### config.mk
export PLATFORM = sky130hd
export DESIGN_NAME = code_fetch_flat
export DESIGN_NICKNAME = d
export VERILOG_FILES = /design/src/rtl/code_fetch_if.sv /design/src/rtl/code_fetch.sv /design/src/flat_wrapper.sv
export SDC_FILE = /design/constraint.sdc
export NUM_CORES = 1
export LEC_CHECK = 0
export BUFFER_PORTS_ARGS = -buffer_cell sky130_fd_sc_hd__buf_2
export CORE_AREA = 2 2 114 116
export CTS_CLUSTER_DIAMETER = 100
export DETAILED_ROUTE_END_ITERATION = 8
export DIE_AREA = 0 0 116 118
export GPL_ROUTABILITY_DRIVEN = 1
export GPL_TIMING_DRIVEN = 0
export SLEW_MARGIN = 20
export SYNTH_ARGS = -nofsm -noshare
export SYNTH_HDL_FRONTEND = slang
export SYNTH_SLANG_ARGS = --single-unit
export TNS_END_PERCENT = 1
### constraint.sdc
create_clock -name clk -period 3.13 [get_ports clk]
set_input_delay 0 -clock clk [delete_from_list [all_inputs] [get_ports clk]]
set_output_delay 0 -clock clk [all_outputs]
set_load 0.02 [all_outputs]
### src/rtl/code_fetch_if.sv
// code_fetch_if: request/window and code-memory signals between a fetcher and its host
interface code_fetch_if #(parameter int AW = 4, parameter int WINDOW = 11);
  logic                  req;
  logic [AW-1:0]         req_pc;
  logic                  flush;
  logic                  busy;
  logic                  valid;
  logic [8*WINDOW-1:0]   window;
  logic [3:0]            avail;
  logic                  mem_rd;
  logic [AW-1:0]         mem_addr;
  logic [7:0]            mem_data;
  modport master (output req, req_pc, flush, mem_data, input busy, valid, window, avail, mem_rd, mem_addr);
  modport slave (input req, req_pc, flush, mem_data, output busy, valid, window, avail, mem_rd, mem_addr);
endinterface

### src/rtl/code_fetch.sv
// code_fetch: streams code bytes into an opcode-first window; CODE_FETCH_REUSE_EN enables overlap reuse
module code_fetch #(
  parameter int AW     = 4,
  parameter int WINDOW = 11
) (
  input logic        clk,
  input logic        reset,
  code_fetch_if.slave bus
);
  localparam logic [1:0] IDLE  = 2'd0;
  localparam logic [1:0] FILL  = 2'd1;
  localparam logic [1:0] DRAIN = 2'd2;
  localparam logic [3:0] LAST  = 4'(WINDOW - 1);
  logic [1:0]          r_state;
  logic [AW-1:0]       r_base;
  logic [3:0]          r_idx;
  logic                r_valid;
  logic [8*WINDOW-1:0] r_window;
  logic [3:0]          r_avail;
  logic                r_mem_rd;
  logic [AW-1:0]       r_mem_addr;
  logic                r_p1_v, r_p1_inr, r_p2_v, r_p2_inr;
  logic [3:0]          r_p1_slot, r_p2_slot;
  logic                w_acc, w_none;
  logic [3:0]          w_start, w_avail;
  logic [AW:0]         w_addr, w_room;
`ifdef CODE_FETCH_REUSE_EN
  logic                r_tag;
  logic                w_hit;
  logic [AW-1:0]       w_k;
`endif
  // accept decode, current slot address, in-range count and reuse offset
  always_comb begin
    w_acc   = bus.req && r_state == IDLE && !bus.flush;
    w_addr  = {1'b0, r_base} + (AW+1)'(r_idx);
    w_room  = (AW+1)'(2**AW) - {1'b0, bus.req_pc};
    w_avail = w_room > (AW+1)'(WINDOW) ? 4'(WINDOW) : 4'(w_room);
`ifdef CODE_FETCH_REUSE_EN
    w_k     = bus.req_pc - r_base;
    w_hit   = r_tag && bus.req_pc >= r_base && 8'(w_k) < 8'(WINDOW);
    w_start = w_hit ? LAST + 4'd1 - 4'(w_k) : 4'd0;
    w_none  = w_hit && w_k == '0;
`else
    w_start = 4'd0;
    w_none  = 1'b0;
`endif
  end
  // fetch sequencer: issue one slot per cycle, land data two edges later, then flag valid
  always_ff @(posedge clk or negedge reset) begin
    if (!reset) begin
      r_state    <= IDLE;
      r_base     <= '0;
      r_idx      <= '0;
      r_valid    <= 1'b0;
      r_window   <= '0;
      r_avail    <= '0;
      r_mem_rd   <= 1'b0;
      r_mem_addr <= '0;
      r_p1_v     <= 1'b0;
      r_p1_inr   <= 1'b0;
      r_p1_slot  <= '0;
      r_p2_v     <= 1'b0;
      r_p2_inr   <= 1'b0;
      r_p2_slot  <= '0;
`ifdef CODE_FETCH_REUSE_EN
      r_tag      <= 1'b0;
`endif
    end else if (bus.flush) begin
      r_state  <= IDLE;
      r_valid  <= 1'b0;
      r_mem_rd <= 1'b0;
      r_p1_v   <= 1'b0;
      r_p2_v   <= 1'b0;
`ifdef CODE_FETCH_REUSE_EN
      r_tag    <= 1'b0;
`endif
    end else begin
      r_mem_rd  <= 1'b0;
      r_p1_v    <= 1'b0;
      r_p2_v    <= r_p1_v;
      r_p2_inr  <= r_p1_inr;
      r_p2_slot <= r_p1_slot;
      if (r_p2_v)
        r_window[8*(WINDOW-int'(r_p2_slot))-1 -: 8] <= r_p2_inr ? bus.mem_data : 8'h00;
      if (w_acc) begin
        r_valid <= 1'b0;
        r_base  <= bus.req_pc;
        r_avail <= w_avail;
        r_idx   <= w_start;
        r_state <= w_none ? DRAIN : FILL;
`ifdef CODE_FETCH_REUSE_EN
        if (w_hit)
          r_window <= r_window << {w_k, 3'b000};
`endif
      end else if (r_state == FILL) begin
        r_mem_rd   <= !w_addr[AW];
        r_mem_addr <= w_addr[AW-1:0];
        r_p1_v     <= 1'b1;
        r_p1_inr   <= !w_addr[AW];
        r_p1_slot  <= r_idx;
        r_idx      <= r_idx + 4'd1;
        if (r_idx == LAST)
          r_state <= DRAIN;
      end else if (r_state == DRAIN && !r_p1_v) begin
        r_state <= IDLE;
        r_valid <= 1'b1;
`ifdef CODE_FETCH_REUSE_EN
        r_tag   <= 1'b1;
`endif
      end
    end
  end
  assign bus.busy     = r_state != IDLE;
  assign bus.valid    = r_valid;
  assign bus.window   = r_window;
  assign bus.avail    = r_avail;
  assign bus.mem_rd   = r_mem_rd;
  assign bus.mem_addr = r_mem_addr;
endmodule

### src/flat_wrapper.sv
// flat-port wrapper written by rule: the top's interface ports become plain ports
module code_fetch_flat 
#(
  parameter int AW     = 4,
  parameter int WINDOW = 11
)
  (clk, reset, bus_req, bus_req_pc, bus_flush, bus_mem_data, bus_busy, bus_valid, bus_window, bus_avail, bus_mem_rd, bus_mem_addr);
  code_fetch_if #(.AW(AW), .WINDOW(WINDOW)) bus_i ();
  input logic clk;
  input logic reset;
  input wire logic [$bits(bus_i.req)-1:0] bus_req;
  input wire logic [$bits(bus_i.req_pc)-1:0] bus_req_pc;
  input wire logic [$bits(bus_i.flush)-1:0] bus_flush;
  input wire logic [$bits(bus_i.mem_data)-1:0] bus_mem_data;
  output wire logic [$bits(bus_i.busy)-1:0] bus_busy;
  output wire logic [$bits(bus_i.valid)-1:0] bus_valid;
  output wire logic [$bits(bus_i.window)-1:0] bus_window;
  output wire logic [$bits(bus_i.avail)-1:0] bus_avail;
  output wire logic [$bits(bus_i.mem_rd)-1:0] bus_mem_rd;
  output wire logic [$bits(bus_i.mem_addr)-1:0] bus_mem_addr;
  assign bus_i.req = bus_req;
  assign bus_i.req_pc = bus_req_pc;
  assign bus_i.flush = bus_flush;
  assign bus_i.mem_data = bus_mem_data;
  assign bus_busy = bus_i.busy;
  assign bus_valid = bus_i.valid;
  assign bus_window = bus_i.window;
  assign bus_avail = bus_i.avail;
  assign bus_mem_rd = bus_i.mem_rd;
  assign bus_mem_addr = bus_i.mem_addr;
  code_fetch #(.AW(AW), .WINDOW(WINDOW)) u_core (.clk(clk), .reset(reset), .bus(bus_i));
endmodule
==> impl_results.md <==
- Setup TNS: 0 ns
- Clock Skew: 0.007947 ns
- Min cycle time layout: 2.868 ns
- CTS tree: yes
- Grt ovf: 0
- Main synth FF type: dfrtp_1
- Layout Nets: 667
- Max-cap violations: 0
- Number of synthesized flops with an enable pin: 0
- Leak: 3.277 nW
- Clock sinks: 120
- Syn Nets: 526
- Post-DP HPWL: 9698 microns
- Cell mode on critical path: ha_1
- RSZ-0062 raised after global routing: false
- Setup Crit Path Kind: reg2reg
- DR WL/cell: 17.10 microns
- Outcome: finished, final reports clean
- Setup crit end: u_core.bus.window[2]
- IO Port Bufs: 114
- R2R Setup Slk: 0.26 ns
- Worst Setup End Kind: flip-flop
- Vias in the first global route: 4,239
- Final Non-Filler Cells: 821
- Row count: 41
- Post-synth top area share: 58.08%
- CP startpoint: u_core.r_p2_slot[2]
- PD cells: 744.4 nW/um^2
- Tcrit/Tclk final: 91.63%
- Post-CTS Resized: 0
- CTS Root Cell: clkbuf_16
- Hold Crit Class: in2reg
- GRT Total Usage: 21.42%
- VDD IR max: 372.1 uV
- Yosys warnings: 0
- Worst R2R End: u_core.bus.window[2]
- Nature of the critical path startpoint: flip-flop
- Area contributors post-synth: dfrtp_1, o21ai_0, o21ai_1
- Initial DRT Pass Iterations: 4
- Hold Fails Final Rpt: 0
- Crit path cell chain: inv_1 -> ha_1 -> nor2_1 -> nand2_1 -> ha_1 -> nor3b_4 -> nand2_2 -> or4b_1 -> buf_2 -> o21ai_1
- Starting Density: 41.64%
- FF-to-FF Start: u_core.r_p2_slot[2]
- Synth area leader: dfrtp_1
- Worst r2r path cells: 10
- Initial DRC Count: 346
- CTS buffer count: 17
- Sequential fraction of the synthesis area: 58.08%
- Fin. max-slew vios: 0
- Largest net degree at the start of global routing: 64
- Placed Cells: 782
- Core area: 12,410 sq um
- Vias: 4,335
- WP data required: 3.47 ns
- Syn_area_per_cell: 10.44 sq um
- Clk pin slew, worst setup/hold paths: 0.05 ns
- # DRC: 0
- Setup Viol. Count Final: 0
- Diode count: 0
- Mapped Area: 5170 sq um
- Clock Path Buffers: 2
- Share of layout cells above drive strength 1: 27.43%
- CP Max Fanout: 10
- Ys async rst share: 100.0%
- Initial antenna violation count: 0
- GP Congestion: 0.8041
- Least-Margin Pin Slew: 0.7021 ns
- Width of the die: 116 microns
- CTS H-Tree Depth: 4
- Total Wirelength: 14,040 microns
- F_max: 0.3487 GHz
- Top cells by instance count after synthesis: o21ai_0, dfrtp_1, o21ai_1, nand2_1
- Layout area overhead: 29.24%
- Most frequent cell after synthesis: o21ai_0
- Syn Inst Count: 495
- Crit path arrival time: 3.21 ns
- Number of top-level pins: 115
- Count of cell types in the netlist: 49
- Die height: 118 microns
- First-pass GRT wire length: 22,140 microns
- CP max stage cell: or4b_1
- Die ar.: 13,690 sq um
- Flops & latches, synth: 120
- Worst skew pair latency: 0.42 ns
- CP peak stage delay: 0.50 ns
- Vias/cell: 5.280
- Antenna-violating nets left: 0
- Slew Limit Headroom: 52.94%
## through the flow
step,cell area (sq um),util (%),power [W],hold WS [ns],worst slack (ns)
after global routing,6681,53.82,0.005216,0.04890,0.01143
after global placement,5956,47.97,0.002900,0.2844,0.3313
final,6681,53.82,0.004974,0.05952,0.2619
after detailed placement,5989,48.25,0.002927,0.02784,0.2824
after CTS,6674,53.76,0.004999,0.04375,0.2699
after floorplan,5170,-,0.002498,-0.2956,0.6414
## cell usage in the layout, fill, tap and decap left out, types with 3 or more instances in the layout
master           n
a21o_1           3
a21oi_1          6
buf_2          118
buf_4            3
buf_6            3
bufinv_16        4
clkbuf_1        23
clkbuf_16       17
clkbuf_8         3
clkinv_2         3
dfrtp_1        120
dlygate4sd3_1    6
ha_1            13
inv_1           13
mux2_2           8
nand2_1         28
nand3_1         19
nand4_1          4
nor2_1          15
nor2b_1          5
o21ai_0        137
o21ai_1         43
o21ai_2          6
or2_1            3
or3_1            3
xor2_1           5
## worst max-delay path: cells and delay by family (launching register included)
kind                       cells  cell delay [ns]
adders and majority gates      2             0.62
DFF                            1             0.48
AOI/OAI and AO/OA              1             0.14
buffers and inverters          2             0.34
and+or+nand+nor                5             1.23
## worst min-delay path by stage
stage                                from                     to  slack, ns  cells past startpoint
after floorplan                     reset    u_core.bus.avail[0]      -0.30                      0
after global placement      bus_req_pc[1]       u_core.r_base[1]       0.28                      3
after detailed placement            reset  u_core.bus.window[43]       0.03                      1
after CTS                 bus_mem_data[7]  u_core.bus.window[79]       0.04                      3
after global routing      bus_mem_data[7]  u_core.bus.window[79]       0.05                      3
final                     bus_mem_data[7]  u_core.bus.window[79]       0.06                      3
## cell families (layout without fill, tap and decap cells)
kind of cell | Yosys count | count (layout) | synth area share (%)
compound gates | 200 | 200 | 20.11
xor+xnor | 8 | 8 | 1.501
fa+ha+maj | 15 | 15 | 3.921
buf+inv | 43 | 197 | 3.678
flops | 120 | 120 | 58.08
mux | 8 | 8 | 1.743
simple gates | 101 | 101 | 10.96
## layout make-up
type                            count  area [sq um]
Clock inverter                      8         142.6
Inverter                           14         52.55
Timing Repair Buffer              122         671.9
Clock buffer                       24         481.7
Buffer                             29         137.6
Multi-Input combinational cell    332          1977
Sequential cell                   120          3003
Tap cell                          172         215.2
Fill cell                        1139          5733
## registers in the layout, indices dropped and copies added, names as in the netlist
name and count:
u_core.r_p2_v 1, u_core.r_base 4, u_core.bus.avail 4, u_core.r_p1_v 1, u_core.r_state 2, u_core.r_idx 4
u_core.r_p2_slot 4, u_core.r_p1_slot 4, u_core.bus.valid 1, u_core.bus.window 88, u_core.bus.mem_addr 4, u_core.r_p2_inr 1
u_core.r_p1_inr 1, u_core.bus.mem_rd 1
## routing by layer
layer / wire length, microns / track usage (%) / part of all wire, % / up-vias
li1: - / - / - / 2040
met1: 6109 / 27.36 / 44 / 2125
met2: 6685 / 33.04 / 48 / 140
met3: 835 / 6.591 / 5.9 / 30
met4: 409 / 10.12 / 2.9 / 0
met5: 0 / 0 / 0 / -
## repair_timing
action                                  4_1_cts  5_1_grt
hold buffers                                  6        0
hold endpoints to repair                     70        0
endpoints found under the setup margin        0        1
setup buffers                                 0        1
## report_power, final
group	leakage, nW	switching (W)	internal, W
Clock	0.304	0.000671	0.00139
Combinational	1.34	0.000789	0.000308
Sequential	1.64	0.000101	0.00171
Note: power is estimated with default switching activity, not from simulation.
